[config.mk]
export PLATFORM = sky130hd
export DESIGN_NAME = clb_config_loader
export DESIGN_NICKNAME = d
export VERILOG_FILES = /design/src/rtl/clb_config_loader.sv
export SDC_FILE = /design/constraint.sdc
export NUM_CORES = 1
export LEC_CHECK = 0
export CORE_MARGIN = 3
export CORE_UTILIZATION = 39
export DETAILED_ROUTE_END_ITERATION = 8
export GPL_TIMING_DRIVEN = 0
export HOLD_SLACK_MARGIN = 0.15
export PLACE_DENSITY_LB_ADDON = 0.08
export SLEW_MARGIN = 10
export SYNTH_ARGS = -nofsm -noshare
export SYNTH_HDL_FRONTEND = slang
export SYNTH_SLANG_ARGS = --single-unit
[constraint.sdc]
create_clock -name clk_i -period 1.6 [get_ports clk_i]
set_input_delay 0.32 -clock clk_i [delete_from_list [all_inputs] [get_ports clk_i]]
set_output_delay 0.32 -clock clk_i [all_outputs]
set_load 0.01 [all_outputs]
[src/rtl/clb_config_loader.sv]
// clb_config_loader
//
// Loads serial configuration data into a bank of NUM_CLB logic blocks.
// A start request begins a sequence that, for each CLB in turn, shifts
// CFG_W bits (MSB first) off a valid/ready serial stream, presents the
// assembled word on bits_o, pulses that CLB's write strobe for one cycle,
// then holds the word one more cycle so the CLB samples a stable value on
// the edge after its strobe. done_o pulses once after the last CLB.
//
// Ports
//   clk_i        sole clock, all state changes on posedge
//   rst_i        synchronous active-high reset
//   start_i      one-cycle load request, honoured only when idle
//   cfg_valid_i  serial bit present on cfg_data_i
//   cfg_data_i   serial configuration bit, MSB of each word first
//   cfg_ready_o  loader accepts a bit this cycle (high only while shifting)
//   bits_o       configuration word broadcast to every CLB
//   wr_en_o      one-hot write strobe, bit k drives CLB k
//   busy_o       sequence in progress
//   done_o       one-cycle pulse after the last CLB is written
//
// State   | meaning
// --------+---------------------------------------------------------
// S_IDLE  | waiting for start_i
// S_SHIFT | accepting serial bits for the current CLB
// S_WRITE | strobing wr_en_o for the current CLB, word stable
// S_HOLD  | word held one extra cycle, no strobe
// S_DONE  | done_o pulse, then back to idle

module clb_config_loader #(
  parameter int NUM_CLB = 4,
  parameter int CFG_W   = 23
) (
  input  logic               clk_i,
  input  logic               rst_i,
  input  logic               start_i,
  input  logic               cfg_valid_i,
  input  logic               cfg_data_i,
  output logic               cfg_ready_o,
  output logic [CFG_W-1:0]   bits_o,
  output logic [NUM_CLB-1:0] wr_en_o,
  output logic               busy_o,
  output logic               done_o
);

  // A single CLB still gets a 1-bit index so the register is never zero width.
  localparam int IDX_W = (NUM_CLB > 1) ? $clog2(NUM_CLB) : 1;
  localparam int CNT_W = $clog2(CFG_W + 1);

  localparam logic [IDX_W-1:0] LAST_IDX = IDX_W'(NUM_CLB - 1);
  localparam logic [CNT_W-1:0] LAST_BIT = CNT_W'(CFG_W - 1);

  typedef enum logic [2:0] {
    S_IDLE  = 3'd0,
    S_SHIFT = 3'd1,
    S_WRITE = 3'd2,
    S_HOLD  = 3'd3,
    S_DONE  = 3'd4
  } state_t;

  state_t           state_q;
  state_t           state_d;
  logic [CFG_W-1:0] shift_q;
  logic [CFG_W-1:0] shift_d;
  logic [CNT_W-1:0] bit_cnt_q;
  logic [CNT_W-1:0] bit_cnt_d;
  logic [IDX_W-1:0] clb_idx_q;
  logic [IDX_W-1:0] clb_idx_d;
  logic             xfer;

  always_ff @(posedge clk_i) begin
    if (rst_i) begin
      state_q   <= S_IDLE;
      shift_q   <= '0;
      bit_cnt_q <= '0;
      clb_idx_q <= '0;
    end else begin
      state_q   <= state_d;
      shift_q   <= shift_d;
      bit_cnt_q <= bit_cnt_d;
      clb_idx_q <= clb_idx_d;
    end
  end

  always_comb begin
    state_d     = state_q;
    shift_d     = shift_q;
    bit_cnt_d   = bit_cnt_q;
    clb_idx_d   = clb_idx_q;
    cfg_ready_o = 1'b0;
    wr_en_o     = '0;
    done_o      = 1'b0;
    xfer        = 1'b0;

    case (state_q)
      S_IDLE: begin
        if (start_i) begin
          state_d   = S_SHIFT;
          bit_cnt_d = '0;
          clb_idx_d = '0;
        end
      end

      S_SHIFT: begin
        cfg_ready_o = 1'b1;
        xfer        = cfg_valid_i;
        if (xfer) begin
          // Left shift written as shift/or so it holds for any CFG_W.
          shift_d = (shift_q << 1) | CFG_W'(cfg_data_i);
          if (bit_cnt_q == LAST_BIT) begin
            bit_cnt_d = '0;
            state_d   = S_WRITE;
          end else begin
            bit_cnt_d = bit_cnt_q + CNT_W'(1);
          end
        end
      end

      S_WRITE: begin
        for (int k = 0; k < NUM_CLB; k++) begin
          wr_en_o[k] = (clb_idx_q == IDX_W'(k));
        end
        state_d = S_HOLD;
      end

      S_HOLD: begin
        if (clb_idx_q == LAST_IDX) begin
          state_d = S_DONE;
        end else begin
          clb_idx_d = clb_idx_q + IDX_W'(1);
          state_d   = S_SHIFT;
        end
      end

      S_DONE: begin
        done_o  = 1'b1;
        state_d = S_IDLE;
      end

      default: begin
        state_d = S_IDLE;
      end
    endcase
  end

  assign busy_o = (state_q != S_IDLE);
  assign bits_o = shift_q;

endmodule
* Yosys cells after proc, flatten, opt, wreduce, memory -nomap -nowiden *
Cells that the tools add are included.

storage, ports and cells
  register bits after elaboration = 33
  input bits = 5
  output and inout bits = 30
  word-level logic and storage cells = 43

cells by class
  add/sub/neg operators = 2
  equal/unequal tests = 12
  mux-type cells = 15
  bitwise operators = 1
  reductions and logical operators = 9

operators by type and width
  operator               number
  $or A23 B1 Y23         1
  $mux W5                3
  $mux W3                4
  $pmux W3 S4            1
  $pmux W5 S2            1
  $reduce_and A3 Y1      3
  $ne A2 B2 Y1 const B   4
  $eq A3 B2 Y1 const B   2
  $add A5 B1 Y5 const B  1
  $eq A5 B5 Y1 const B   1
  $eq A2 B2 Y1 const B   2
  $mux W2                2
  $mux W4                1
  $pmux W2 S2            1
  $reduce_bool A2 Y1     2
  $eq A3 B1 Y1 const B   1
  $eq A3 B3 Y1 const B   1
  $logic_not A3 Y1       1
  $reduce_bool A3 Y1     1
  $add A2 B1 Y2 const B  1
  $eq A2 B1 Y1 const B   1
  $logic_not A2 Y1       1
  $mux W1                2
  $reduce_and A2 Y1      1

* Longest topological paths before layout *
  depth after elaboration = 4
  gate-level depth with buffers = 5
  depth with buffers taken out = 5

* Worst setup path after synthesis *
Ideal clock, no wire load.

  kind = register to output
  start point = register state_q[1]
  end point = output port wr_en_o[0]
  arrival time = 1.045 ns
  data required time = 1.280 ns
  path slack = 0.235 ns
  cell stages (with the launch flop) = 5
  path buffers = 1
  path through = dfxtp_1 > buf_2 > inv_1 > nor3_2 > and2_1

between the ends
  word-level cells in the longest chain between the ends = 2

RTL lines
  item                    RTL line  source
  from (decl)             61        state_t state_q;
  from (signal assigned)  78        state_q <= state_d;
  $eq A3 B2 Y1            95        case (state_q)
  $mux W4                 95
  to (decl)               41        output logic [NUM_CLB-1:0] wr_en_o,

Every way passes these cells.

* Worst setup path in the final report *
  start point = register state_q[2]
  end point = output port wr_en_o[2]

Same word-level chain as after synthesis.

==> metrics <==
Primary FF master, synth=dfxtp_1; Peak VDD IR=569 uV; minimum clock period=1580 ps; Avg Cell Area, Syn=8.45 sq um; cells after synthesis=176; hold slack=463 ps; Initial Util=42.5%; DRC viols=0; Fin. Hold Viols=0; Synth Register Bits=33; P per Cell Area=839 nW/um^2; Design Power=1.73 mW; Internal=1.38 mW; switching pwr=0.352 mW; period utilization=98.6%; Worst Path Arrival=1260 ps; M1 WL=1530 microns; Final setup violation count=0; Register Area=669 sq um; drt first pass iters=5; multi-input logic area=752 sq um; status=finished, final reports clean; final non-filler cell area=2060 sq um; vias in the first global route=1276; number of flops mapped to enable cells by yosys=0; post-synth top area share=44.4%; post-synthesis sequential area ratio=44.4%; Post-CTS Hold Fix Bufs=0; antenna violations before repair=0; top sig layer=met4; Core Rows=21; routed via count=1352; Flop pwr share=47.9%; via/cell ratio=4.99; post-synthesis async set-or-reset flop share=0%; Sw Ratio=20.3%; Setup crit start kind=flip-flop; post-DP HPWL=2290 microns; synth unique cells=36; chip width=67.7 microns; I/O Buffers=33; Synthesis Warnings=0; layout cells sized above 1=18.2%; worst-path fanout max=6; ant diodes=0; leading area contributor after synthesis=dfxtp_1; actual slew at the worst max-slew pin=460 ps; DP Area=1870 sq um; clk sink count=33; drt wl/cell=12.1 microns; CTS buffer count=5; Final nets=235; Clock Tree Buf Depth=2; Clock power frac=45.6%; total core area=3490 sq um; Setup TNS=0 ps; syn_nets=187; Worst slew margin=69.3%; io pins=35; Slew Viols, Final=0; fillers=323; leakage=0.739 nW; GPL Wtd Cong=0.787; ANT nets after route=0; 1st-iter DRT viols=83; CP endpoint kind=output port; routed wl met2=1520 microns; Clock transition at path regs=60 ps; RSZ-0062 raised after global routing=true; first-pass GRT wire length=5600 microns; WL met3=182 microns; worst clock skew=3.74 ps; Max Cap Viol=0; Area growth syn-to-layout=38.8%; Overall Global Routing Usage=16.2%; insertion delay to the later sink of the worst-skew pair=280 ps; Crit Path Class=flip-flop to output port; Die Y=67.7 microns; Post-Syn Area=1490 sq um; H-tree Lvls=2; Comb pwr share=6.5%; top cells by area, synth=dfxtp_1 (44%), nand2_1 (12%), a21oi_1 (9.1%), ha_1 (5.1%), and2_1 (1.7%); Hold Crit Class=flip-flop to flip-flop; CTS tree=built; largest net degree at the start of global routing=11; fmax=0.634 GHz; CTS root buf=clkbuf_8; Required @ worst endpoint=1280 ps; die footprint=4590 sq um; drt total wl=3270 microns; GRT overflow=0
## through the flow
stage          setup WS (ps)  cells  utilization (%)
3_3_place_gp            -374    255             53.6
2_1_floorplan            235    176                -
6_report                22.1    271             59.0
4_1_cts                -2.80    267             58.1
5_1_grt                -69.9    271             59.0
3_5_place_dp            -422    255             53.6
## registers in the layout (all words and copies together) (netlist names)
| name | count |
|---|---|
| bit_cnt_q | 5 |
| bits_o | 23 |
| clb_idx_q | 2 |
| state_q | 3 |
## cells in the final DEF (no fill, tap or decap), types with 2 or more instances in the layout
cell | Yosys | routed
clkbuf_2 | 0 | 2
nor3b_1 | 2 | 2
nand4b_1 | 2 | 2
inv_1 | 5 | 4
and2_1 | 4 | 4
mux2i_1 | 2 | 2
ha_1 | 6 | 6
nand2_1 | 48 | 48
buf_6 | 2 | 3
dfxtp_1 | 33 | 30
a311oi_1 | 2 | 2
nand3_1 | 4 | 4
nor2_1 | 3 | 3
o31ai_1 | 2 | 2
clkdlybuf4s50_1 | 0 | 26
nor3_1 | 2 | 2
buf_4 | 2 | 10
nand3b_1 | 2 | 2
buf_2 | 5 | 8
clkbuf_8 | 0 | 6
a21oi_1 | 27 | 27
or3_1 | 2 | 2
clkbuf_1 | 4 | 5
dfxtp_4 | 0 | 2
## worst max-delay path: stages (launching register included)
cell,delay (ps)
dfxtp_4,360
buf_8,130
nor3_4,220
and2_1,150
buf_2,130
## logic make-up after synthesis
| kind of cell | synth area share [%] |
|---|---|
| AO/OA/AOI/OAI | 15.4 |
| buffers and inverters | 6.48 |
| multiplexers | 2.10 |
| AND/OR/NAND/NOR | 26.5 |
| adder cells (fa/ha/maj) | 5.05 |
| flip-flops | 44.4 |
## final cells by class
| type | count | share of cell area [%] |
|---|---|---|
| sequential | 33 | 32.4 |
| clock inverter | 1 | 1.46 |
| inverter | 5 | 0.910 |
| timing repair buffer | 41 | 17.2 |
| tap | 46 | 2.79 |
| multi-input combinational | 125 | 36.4 |
| buffer | 13 | 4.55 |
| clock buffer | 7 | 4.18 |
## path summary, 6_finish.rpt
check             start      endpoint  slack (ps)  cells after the start
max          state_q[2]    wr_en_o[2]          20                      4
min          bits_o[22]    bits_o[22]         460                      2
max reg2reg  state_q[1]  clb_idx_q[0]         100                      4
min reg2reg  bits_o[22]    bits_o[22]         460                      2
## cells in the mapped netlist (2+ instances only)
library cell / count
ha_1: 6
buf_4: 2
a311oi_1: 2
dfxtp_1: 33
nor3_1: 2
a21oi_1: 27
o31ai_1: 2
and2_1: 4
inv_1: 5
nand3_1: 4
or3_1: 2
nand4b_1: 2
mux2i_1: 2
buf_6: 2
or3b_1: 2
clkbuf_1: 4
nor2_1: 3
nand3b_1: 2
buf_2: 5
nand2_1: 48
nor3b_1: 2
## power groups by stage
stage                     combinational, mW  sequential, mW  clock [mW]
after CTS                             0.108           0.829       0.813
after global routing                  0.125           0.829       0.845
after global placement                0.105           0.850           0
after floorplan                      0.0711           0.850           0
after detailed placement              0.108           0.850           0
final                                 0.113           0.829       0.790
## layer usage
metal  vias up  track usage, %
met5         -               0
met4         0            5.32
met3         4            5.66
met2        35            26.7
met1       616            19.5
li1        697               -
## what timing repair did
action,in CTS,in global routing
setup endpoints to repair,7,9
buffers inserted,4,4
pin swaps,5,4
cloned,0,0
gates resized for setup,34,7
Note: power is estimated with default switching activity, not from simulation.
